`config.mk`:
```
export PLATFORM = sky130hd
export DESIGN_NAME = trap_ctrl_flat
export DESIGN_NICKNAME = d
export VERILOG_FILES = /design/src/rtl/trap_ctrl_pkg.sv /design/src/rtl/trap_ctrl_if.sv /design/src/rtl/trap_ctrl_irq_sync.sv /design/src/rtl/trap_ctrl.sv /design/src/flat_wrapper.sv
export SDC_FILE = /design/constraint.sdc
export NUM_CORES = 1
export LEC_CHECK = 0
export ABC_AREA = 1
export CAP_MARGIN = 20
export CORE_ASPECT_RATIO = 1.5
export CORE_MARGIN = 1.5
export CORE_UTILIZATION = 30
export DETAILED_ROUTE_END_ITERATION = 7
export PLACE_DENSITY_LB_ADDON = 0.3
export SLEW_MARGIN = 20
export SYNTH_ARGS = -nofsm -noshare
export SYNTH_HDL_FRONTEND = slang
export SYNTH_HIERARCHICAL = 1
export SYNTH_SLANG_ARGS = --single-unit
```
`constraint.sdc`:
```
create_clock -name clk -period 2.1 [get_ports clk]
set_input_delay 0.21 -clock clk [delete_from_list [all_inputs] [get_ports clk]]
set_output_delay 0.21 -clock clk [all_outputs]
set_load 0.005 [all_outputs]
```
`src/rtl/trap_ctrl_pkg.sv`:
```
// Shared types for the trap sequencer: FSM states, irq codes,
// the mcause interrupt bit and the trap vector computation.
package trap_ctrl_pkg;

  typedef enum logic [1:0] {
    ST_IDLE,
    ST_DRAIN,
    ST_TRAP,
    ST_MRET
  } trap_state_t;

  localparam logic [4:0] IRQ_MSI = 5'd3;
  localparam logic [4:0] IRQ_MTI = 5'd7;
  localparam logic [4:0] IRQ_MEI = 5'd11;

  localparam logic [31:0] MCAUSE_IRQ = 32'h8000_0000;
  localparam logic [1:0]  MTVEC_VEC  = 2'd1;

  // Modes 2/3 fall through to direct.
  function automatic logic [31:0] trap_vector(
    input logic [29:0] base,
    input logic [1:0]  mode,
    input logic [31:0] cause
  );
    logic [31:0] tgt;
    tgt = {base, 2'b00};
    if (mode == MTVEC_VEC && cause[31])
      tgt = tgt + {25'd0, cause[4:0], 2'b00};
    return tgt;
  endfunction

endpackage

```
`src/rtl/trap_ctrl_if.sv`:
```
// CSR-side bundle of the trap sequencer.
// master: trap_ctrl (drives strobes); slave: CSR block.
interface trap_ctrl_if #(
  parameter int NUM_IRQ_BITS = 32
);
  logic                    csr_interrupt_en;
  logic [NUM_IRQ_BITS-1:0] csr_mie;
  logic [1:0]              csr_mtvec_mode;
  logic [29:0]             csr_mtvec_base;
  logic [31:0]             csr_mepc;
  logic                    csr_exception;
  logic [31:0]             csr_exception_cause;
  logic [31:0]             csr_exception_pc;
  logic                    csr_mret;

  modport master (
    input  csr_interrupt_en,
    input  csr_mie,
    input  csr_mtvec_mode,
    input  csr_mtvec_base,
    input  csr_mepc,
    output csr_exception,
    output csr_exception_cause,
    output csr_exception_pc,
    output csr_mret
  );

  modport slave (
    output csr_interrupt_en,
    output csr_mie,
    output csr_mtvec_mode,
    output csr_mtvec_base,
    output csr_mepc,
    input  csr_exception,
    input  csr_exception_cause,
    input  csr_exception_pc,
    input  csr_mret
  );
endinterface

```
`src/rtl/trap_ctrl_irq_sync.sv`:
```
// N-flop synchroniser for one async level interrupt line.
// Ports: clk, nrst (sync, active-low), d_i async in, q_o synced out.
module irq_sync #(
  parameter int STAGES = 2
) (
  input  logic clk,
  input  logic nrst,
  input  logic d_i,
  output logic q_o
);

  logic [STAGES-1:0] sync_q;

  always_ff @(posedge clk) begin
    if (!nrst)
      sync_q <= '0;
    else
      sync_q <= {sync_q[STAGES-2:0], d_i};
  end

  assign q_o = sync_q[STAGES-1];

endmodule

```
`src/rtl/trap_ctrl.sv`:
```
// Trap/interrupt sequencer ahead of the CSR block: arbitrates
// exc/mret/irq, drains the pipe, strobes CSR, drives redirect/flush.
module trap_ctrl
  import trap_ctrl_pkg::*;
#(
  parameter int SYNC_STAGES  = 2,
  parameter int NUM_IRQ_BITS = 32
) (
  input  logic                    clk,
  input  logic                    nrst,
  input  logic                    irq_ext,
  input  logic                    irq_timer,
  input  logic                    irq_soft,
  input  logic                    exc_req,
  input  logic [31:0]             exc_cause,
  input  logic [31:0]             exc_pc,
  input  logic                    mret_req,
  input  logic                    pipe_empty,
  input  logic [31:0]             resume_pc,
  trap_ctrl_if.master             csr,
  output logic [NUM_IRQ_BITS-1:0] mip_pending,
  output logic                    stall_fetch,
  output logic                    flush,
  output logic                    redirect_valid,
  output logic [31:0]             redirect_pc
);

  logic mei_s, mti_s, msi_s;

  irq_sync #(.STAGES(SYNC_STAGES)) u_sync_mei (
    .clk (clk), .nrst (nrst),
    .d_i (irq_ext), .q_o (mei_s)
  );
  irq_sync #(.STAGES(SYNC_STAGES)) u_sync_mti (
    .clk (clk), .nrst (nrst),
    .d_i (irq_timer), .q_o (mti_s)
  );
  irq_sync #(.STAGES(SYNC_STAGES)) u_sync_msi (
    .clk (clk), .nrst (nrst),
    .d_i (irq_soft), .q_o (msi_s)
  );

  logic [NUM_IRQ_BITS-1:0] mip;
  logic [NUM_IRQ_BITS-1:0] masked;
  logic                    irq_take;
  logic [4:0]              irq_code;

  always_comb begin
    mip                 = '0;
    mip[int'(IRQ_MEI)] = mei_s;
    mip[int'(IRQ_MTI)] = mti_s;
    mip[int'(IRQ_MSI)] = msi_s;
  end

  assign mip_pending = mip;
  assign masked      = mip & csr.csr_mie;
  assign irq_take    = csr.csr_interrupt_en & (|masked);

  // Fixed priority MEI > MSI > MTI.
  always_comb begin
    irq_code = IRQ_MTI;
    if (masked[int'(IRQ_MEI)])
      irq_code = IRQ_MEI;
    else if (masked[int'(IRQ_MSI)])
      irq_code = IRQ_MSI;
  end

  trap_state_t state_q, state_d;
  logic [31:0] cause_q, cause_d;
  logic [31:0] epc_q, epc_d;

  always_ff @(posedge clk) begin
    if (!nrst) begin
      state_q <= ST_IDLE;
      cause_q <= '0;
      epc_q   <= '0;
    end else begin
      state_q <= state_d;
      cause_q <= cause_d;
      epc_q   <= epc_d;
    end
  end

  always_comb begin
    state_d = state_q;
    cause_d = cause_q;
    epc_d   = epc_q;
    unique case (state_q)
      ST_IDLE: begin
        if (exc_req) begin
          cause_d = exc_cause;
          epc_d   = exc_pc;
          state_d = ST_TRAP;
        end else if (mret_req) begin
          state_d = ST_MRET;
        end else if (irq_take) begin
          cause_d = MCAUSE_IRQ | {27'd0, irq_code};
          state_d = ST_DRAIN;
        end
      end
      ST_DRAIN: begin
        // Cause is frozen here; a late exception preempts it.
        if (exc_req) begin
          cause_d = exc_cause;
          epc_d   = exc_pc;
          state_d = ST_TRAP;
        end else if (!irq_take) begin
          state_d = ST_IDLE;
        end else if (pipe_empty) begin
          epc_d   = resume_pc;
          state_d = ST_TRAP;
        end
      end
      ST_TRAP: state_d = ST_IDLE;
      ST_MRET: state_d = ST_IDLE;
      default: state_d = ST_IDLE;
    endcase
  end

  always_comb begin
    stall_fetch             = 1'b0;
    flush                   = 1'b0;
    redirect_valid          = 1'b0;
    redirect_pc             = '0;
    csr.csr_exception       = 1'b0;
    csr.csr_exception_cause = '0;
    csr.csr_exception_pc    = '0;
    csr.csr_mret            = 1'b0;
    unique case (state_q)
      ST_DRAIN: stall_fetch = 1'b1;
      ST_TRAP: begin
        csr.csr_exception       = 1'b1;
        csr.csr_exception_cause = cause_q;
        csr.csr_exception_pc    = epc_q;
        flush                   = 1'b1;
        redirect_valid          = 1'b1;
        redirect_pc             = trap_vector(
          csr.csr_mtvec_base, csr.csr_mtvec_mode, cause_q);
      end
      ST_MRET: begin
        csr.csr_mret   = 1'b1;
        flush          = 1'b1;
        redirect_valid = 1'b1;
        redirect_pc    = csr.csr_mepc;
      end
      default: ;
    endcase
  end

endmodule
```
`src/flat_wrapper.sv`:
```
// flat-port wrapper written by rule: the top's interface ports become plain ports
module trap_ctrl_flat import trap_ctrl_pkg::*;
#(
  parameter int SYNC_STAGES  = 2,
  parameter int NUM_IRQ_BITS = 32
)
  (clk, nrst, irq_ext, irq_timer, irq_soft, exc_req, exc_cause, exc_pc, mret_req, pipe_empty, resume_pc, mip_pending, stall_fetch, flush, redirect_valid, redirect_pc, csr_csr_interrupt_en, csr_csr_mie, csr_csr_mtvec_mode, csr_csr_mtvec_base, csr_csr_mepc, csr_csr_exception, csr_csr_exception_cause, csr_csr_exception_pc, csr_csr_mret);
  trap_ctrl_if #(.NUM_IRQ_BITS(NUM_IRQ_BITS)) csr_i ();
  input  logic clk;
  input  logic nrst;
  input  logic irq_ext;
  input  logic irq_timer;
  input  logic irq_soft;
  input  logic exc_req;
  input  logic [31:0] exc_cause;
  input  logic [31:0] exc_pc;
  input  logic mret_req;
  input  logic pipe_empty;
  input  logic [31:0] resume_pc;
  output logic [NUM_IRQ_BITS-1:0] mip_pending;
  output logic stall_fetch;
  output logic flush;
  output logic redirect_valid;
  output logic [31:0] redirect_pc;
  input wire logic [$bits(csr_i.csr_interrupt_en)-1:0] csr_csr_interrupt_en;
  input wire logic [$bits(csr_i.csr_mie)-1:0] csr_csr_mie;
  input wire logic [$bits(csr_i.csr_mtvec_mode)-1:0] csr_csr_mtvec_mode;
  input wire logic [$bits(csr_i.csr_mtvec_base)-1:0] csr_csr_mtvec_base;
  input wire logic [$bits(csr_i.csr_mepc)-1:0] csr_csr_mepc;
  output wire logic [$bits(csr_i.csr_exception)-1:0] csr_csr_exception;
  output wire logic [$bits(csr_i.csr_exception_cause)-1:0] csr_csr_exception_cause;
  output wire logic [$bits(csr_i.csr_exception_pc)-1:0] csr_csr_exception_pc;
  output wire logic [$bits(csr_i.csr_mret)-1:0] csr_csr_mret;
  assign csr_i.csr_interrupt_en = csr_csr_interrupt_en;
  assign csr_i.csr_mie = csr_csr_mie;
  assign csr_i.csr_mtvec_mode = csr_csr_mtvec_mode;
  assign csr_i.csr_mtvec_base = csr_csr_mtvec_base;
  assign csr_i.csr_mepc = csr_csr_mepc;
  assign csr_csr_exception = csr_i.csr_exception;
  assign csr_csr_exception_cause = csr_i.csr_exception_cause;
  assign csr_csr_exception_pc = csr_i.csr_exception_pc;
  assign csr_csr_mret = csr_i.csr_mret;
  trap_ctrl #(.SYNC_STAGES(SYNC_STAGES), .NUM_IRQ_BITS(NUM_IRQ_BITS)) u_core (.clk(clk), .nrst(nrst), .irq_ext(irq_ext), .irq_timer(irq_timer), .irq_soft(irq_soft), .exc_req(exc_req), .exc_cause(exc_cause), .exc_pc(exc_pc), .mret_req(mret_req), .pipe_empty(pipe_empty), .resume_pc(resume_pc), .csr(csr_i), .mip_pending(mip_pending), .stall_fetch(stall_fetch), .flush(flush), .redirect_valid(redirect_valid), .redirect_pc(redirect_pc));
endmodule
```
=== Word level (Yosys, flattened, before mapping) ===
Index checks and enable logic that the tools add are counted.
W data, S select, Z words.

* Output and inout port bits: 133
* Register bits after elaboration: 72
* Logic and storage cells: 56
* Bits of input ports: 201

* Bitwise operators: 2
* Equal/unequal tests: 12
* Mux-type cells: 27
* Reduce and logical (&&, ||, !) cells: 8
* $add $sub $neg: 1

{| class="wikitable"
|+ Operators with widths
! cell !! number
|-
| $mux W32 || 11
|-
| $pmux W32 S2 || 3
|-
| $add A32 B7 Y32 || 1
|-
| $and A12 B32 Y32 || 1
|-
| $reduce_or A32 Y1 || 1
|-
| $mux W2 || 6
|-
| $reduce_and A4 Y1 || 2
|-
| $ne A3 B2 Y1 const B || 2
|-
| $ne A3 B3 Y1 const B || 2
|-
| $pmux W2 S3 || 1
|-
| $mux W5 || 1
|-
| $eq A2 B1 Y1 const B || 2
|-
| $eq A2 B2 Y1 const B || 2
|-
| $mux W1 || 4
|-
| $ne A2 B2 Y1 const B || 2
|-
| $ne A4 B3 Y1 const B || 1
|-
| $ne A4 B4 Y1 const B || 1
|-
| $mux W3 || 1
|-
| $logic_not A2 Y1 || 1
|-
| $reduce_and A2 Y1 || 1
|-
| $reduce_bool A2 Y1 || 1
|-
| $reduce_or A2 Y1 || 1
|-
| $and A1 B1 Y1 || 1
|-
| $logic_and A1 B1 Y1 || 1
|}

=== Depth between registers and ports, before layout ===
* Word-level depth: 7
* Mapped depth: 13
* Gate-level depth less buffers: 13

=== Hierarchy ===
The synthesis kept the hierarchy.

{| class="wikitable"
|+ By module, submodules not included
! module !! times used !! area each (µm²) !! sequential area each (µm²) !! cells each
|-
| trap_ctrl || 1 || 5300.1 || 1321.3 || 920
|-
| irq_sync || 3 || 55.1 || 40.0 || 6
|}

=== Worst setup path before layout ===
OpenSTA, ideal clock, no wires.

* Path type: register to output
* Start point: reg u_core.cause_q[0]
* End point: out redirect_pc[26]
* Buffers on the path: 0
* Path slack: 0.287 ns
* Stages on the path, launching flop included: 13
* Arrival: 1.603 ns
* Path through: dfxtp_1 -> ha_1 -> inv_1 -> fa_1 -> inv_1 -> nand3_1 -> nand3_1 -> nand2_1 -> nand2_1 -> nand2_1 -> o21bai_1 -> nand2_1 -> nand2_1

* Longest elaborated chain between the ends: 3

{| class="wikitable"
|+ Ends and longest elaborated chain
! element !! RTL line !! RTL
|-
| from (decl) || trap_ctrl.sv:69 || <nowiki>logic [31:0] cause_q, cause_d;</nowiki>
|-
| from (signal assigned) || trap_ctrl.sv:79 || <nowiki>cause_q <= cause_d;</nowiki>
|-
| $add A32 B7 Y32 || trap_ctrl_pkg.sv:28 || <nowiki>tgt = tgt + {25'd0, cause[4:0], 2'b00};</nowiki>
|-
| $mux W32 || trap_ctrl_pkg.sv:27 || <nowiki>if (mode == MTVEC_VEC && cause[31])</nowiki>
|-
| $pmux W32 S2 || trap_ctrl.sv:129 || <nowiki>unique case (state_q)</nowiki>
|-
| to (decl) || flat_wrapper.sv:24 || <nowiki>output logic [31:0] redirect_pc;</nowiki>
|}

Every way passes these cells.

=== Worst setup path after layout ===
* Start point: reg u_core.cause_q[4]
* End point: out redirect_pc[21]

Same word-level chain as after synthesis.

==> metrics.txt <==
# TYPE chip_impl_metric gauge
chip_impl_metric{name="numCtsBuffers",unit=""} 9
chip_impl_metric{name="grt_pass1_wl",unit="um"} 32700
chip_impl_metric{name="setup_ws",unit="ns"} -0.191
chip_impl_metric{name="globalRouteMet3Util",unit="%"} 3.24
chip_impl_metric{name="synthesis.area",unit="sq um"} 5470
chip_impl_info{name="clk_root_buffer_cell",value="clkbuf_16"} 1
chip_impl_metric{name="crit_required",unit="ns"} 1.89
chip_impl_metric{name="detailedRoute.firstPassIterationCount",unit=""} 5
chip_impl_metric{name="numPlacedInstances",unit=""} 1456
chip_impl_metric{name="syn-mean-instance-area",unit="sq um"} 5.83
chip_impl_metric{name="period_minus_slack",unit="ns"} 2.29
chip_impl_metric{name="cp_max_fo",unit=""} 4
chip_impl_metric{name="hold_buffers",unit=""} 0
chip_impl_info{name="worst-setup-path-type",value="reg2out"} 1
chip_impl_metric{name="dieArea",unit="sq um"} 19100
chip_impl_metric{name="cts_num_sinks",unit=""} 72
chip_impl_metric{name="gr-usage-met1",unit="%"} 23.2
chip_impl_metric{name="use_met2",unit="%"} 40.2
chip_impl_metric{name="dpl_worst_slack",unit="ns"} -0.730
chip_impl_metric{name="max_slew.worst_pin.slew",unit="ns"} 0.502
chip_impl_metric{name="routedWlPerCell",unit="um"} 14.3
chip_impl_metric{name="post-dp-hpwl",unit="um"} 15300
chip_impl_metric{name="clock.fmax",unit="MHz"} 437
chip_impl_metric{name="gp_congestion",unit=""} 0.879
chip_impl_info{name="layout.cells.most_common",value="clkdlybuf4s50_1"} 1
chip_impl_info{name="failed_checks",value="setup timing"} 1
chip_impl_metric{name="synth.yosys.seq_area_share",unit="%"} 26.4
chip_impl_metric{name="final.hold.worst_slack",unit="ns"} 0.384
chip_impl_metric{name="drtAntennaViolNets",unit=""} 0
chip_impl_metric{name="setup_tns",unit="ns"} -2.76
chip_impl_metric{name="antenna_cells_inserted",unit=""} 0
chip_impl_info{name="top_usage_layer",value="met2"} 1
chip_impl_metric{name="power.density_cell_area",unit="nW/um^2"} 521
chip_impl_metric{name="reg2reg_slack",unit="ns"} 0.32
chip_impl_info{name="synth_largest_area_cell",value="dfxtp_1"} 1
chip_impl_metric{name="critical_path_arrival",unit="ns"} 2.08
chip_impl_metric{name="hold_viol_final",unit=""} 0
chip_impl_metric{name="synth.ff_latch_count",unit=""} 72
chip_impl_metric{name="seq_area",unit="sq um"} 1450
chip_impl_metric{name="routed_wirelength",unit="um"} 21400
chip_impl_metric{name="timing.final.max_slew_violations",unit=""} 0
chip_impl_metric{name="drt_iter0_markers",unit=""} 309
chip_impl_info{name="worstSetupStartpointType",value="flip-flop"} 1
chip_impl_metric{name="syn_inst",unit=""} 938
chip_impl_metric{name="yosys_warnings",unit=""} 6
chip_impl_metric{name="number_of_global_route_vias_before_repair",unit=""} 6769
chip_impl_metric{name="path_clk_slew",unit="ns"} 0.06
chip_impl_metric{name="share_of_final_layout_standard_cells_stronger_than_drive_strength_1",unit="%"} 20.4
chip_impl_info{name="cell_types_occupying_the_most_area_after_synthesis",value="dfxtp_1 (26%), nand2_1 (16%), nor2_1 (9.5%)"} 1
chip_impl_metric{name="timing.max_slew.rel_slack",unit="%"} 66.5
chip_impl_metric{name="timing.max_cap.violations",unit=""} 0
chip_impl_metric{name="power_leakage",unit="nW"} 4.43
chip_impl_metric{name="routed_via_count",unit=""} 7122
chip_impl_metric{name="final.period_utilization",unit="%"} 109
chip_impl_metric{name="port_buffers",unit=""} 275
chip_impl_metric{name="clk-insertion-delay-late",unit="ns"} 0.33
chip_impl_metric{name="n_fill_cell",unit=""} 1757
chip_impl_metric{name="htree_num_levels",unit=""} 3
chip_impl_metric{name="clk_path_buf_depth",unit=""} 2
chip_impl_metric{name="layoutNonFillerInstCount",unit=""} 1497
chip_impl_info{name="crit_path_end_kind",value="output port"} 1
chip_impl_metric{name="route.detailed.vias_per_inst",unit=""} 4.76
chip_impl_metric{name="number_of_library_cell_types_mapped_by_synthesis",unit=""} 33
chip_impl_metric{name="antenna_found_initial",unit=""} 1
chip_impl_metric{name="multi_input_area",unit="sq um"} 3620
chip_impl_metric{name="floorplan_row_count",unit=""} 60
chip_impl_metric{name="design.portCount",unit=""} 334
chip_impl_metric{name="flow.area_growth_from_synthesis",unit="%"} 78.0
chip_impl_metric{name="design.final.nets",unit=""} 1482
chip_impl_metric{name="route.detailed.drc",unit=""} 0
chip_impl_metric{name="synthDominantCellAreaShare",unit="%"} 26.4
chip_impl_metric{name="timing.final.setup_violations",unit=""} 24
chip_impl_metric{name="finalInstanceArea",unit="sq um"} 9730
chip_impl_metric{name="max_rail_drop_vdd",unit="mV"} 0.401
chip_impl_info{name="min-delay-path-class",value="in2reg"} 1
chip_impl_info{name="run_status",value="finished, violations left"} 1
chip_impl_metric{name="pin_count_of_the_biggest_net_entering_global_routing",unit=""} 47
chip_impl_metric{name="core",unit="sq um"} 17900
chip_impl_metric{name="overflow",unit=""} 0
chip_impl_info{name="most-common-layout-cells",value="clkdlybuf4s50_1 (237), nand2_1 (215), nor2_1 (128)"} 1
chip_impl_info{name="cts_tree",value="yes"} 1
chip_impl_metric{name="die_x",unit="um"} 113
chip_impl_metric{name="start_util",unit="%"} 30.6
chip_impl_metric{name="clock-skew-final",unit="ns"} 0.0107
chip_impl_metric{name="grt.total_usage",unit="%"} 21.2
chip_impl_info{name="rsz0062_at_grt",value="true"} 1
chip_impl_metric{name="die_height",unit="um"} 168
chip_impl_metric{name="dpl-instance-area",unit="sq um"} 8790
==> sequential cells by signal, indices dropped and copies added, names as in the netlist <==
register / flops
u_core/cause_q: 32
u_core/u_sync_msi/sync_q: 2
u_core/u_sync_mti/sync_q: 2
u_core/epc_q: 32
u_core/state_q: 2
u_core/u_sync_mei/sync_q: 2
==> cells in the mapped netlist (all sizes together) <==
master and instances:
o211ai 1, nand2 246, conb 1, nand4 45, a21oi 72, nor3 5
xor2 1, clkbuf 20, a32o 1, buf 66, o21bai 7, nor2 143
inv 119, nand3 78, o211a 1, dfxtp 72, ha 5, a31oi 1
o21ai 50, or2 3, fa 1
==> logic make-up (layout without fill, tap and decap cells) <==
kind of cell,after synthesis,after routing,share of synthesized area (%)
other,1,29,0.0686
flip-flops,72,72,26.4
buffers and inverters,205,518,17.8
AND/OR/NAND/NOR,520,521,41.2
AO/OA/AOI/OAI,133,133,12.8
adder cells (fa/ha/maj),6,6,1.51
XOR/XNOR,1,1,0.160
==> metal layers <==
metal / part of all wire (%) / up-vias / wire length (um)
met5: 0.056 / - / 12
met2: 52 / 255 / 11200
met3: 5.4 / 47 / 1150
met4: 3.2 / 2 / 695
li1: - / 3589 / -
met1: 39 / 3229 / 8350
==> worst max-delay path, stage by stage, from the launching register on <==
cell and delay (ns):
dfxtp_2 0.33, ha_4 0.29, nand2_4 0.06, nor2_4 0.12, nand3_4 0.11, buf_6 0.14
a21oi_4 0.19, buf_6 0.14, buf_6 0.08, nand3_2 0.05, nand3_2 0.07, nand2_1 0.04
buf_2 0.12
==> power by group <==
part | leakage (nW) | internal, mW | switching (mW)
logic | 3.69 | 0.992 | 0.955
registers | 0.599 | 1.53 | 0.0877
clock network | 0.140 | 0.916 | 0.580
total | 4.43 | 3.44 | 1.62
==> stage by stage <==
stage,util (%),power [mW]
6_report,54.4,5.06
5_1_grt,54.4,5.37
4_1_cts,53.3,5.05
3_5_place_dp,49.2,3.46
3_3_place_gp,49.2,3.44
2_1_floorplan,-,2.53
==> what timing repair did <==
item,CTS,global route
pin swaps,66,59
cloned,2,0
buffers inserted,21,4
gates resized for setup,213,59
setup endpoints to repair,87,84
==> final cells by class <==
cell class,instances,area share [%]
Inverter,119,4.70
Tap cell,217,2.79
Clock buffer,12,2.43
Multi-Input combinational cell,690,37.2
Timing Repair Buffer,383,37.5
Sequential cell,72,14.9
Clock inverter,4,0.463
==> final timing paths <==
check                                                            start                                      to  cells past startpoint
worst min register to register  u_core/u_sync_mei/sync_q[0]$_SDFF_PN0_  u_core/u_sync_mei/sync_q[1]$_SDFF_PN0_                      2
worst max-delay path                    u_core/cause_q[4]$_SDFFE_PN0P_                         redirect_pc[21]                     12
worst min-delay path                                              nrst         u_core/cause_q[21]$_SDFFE_PN0P_                      3
worst max register to register          u_core/state_q[1]$_SDFFE_PN0P_          u_core/state_q[0]$_SDFFE_PN0P_                     11
No activity file was read; power rests on OpenSTA's default activity.
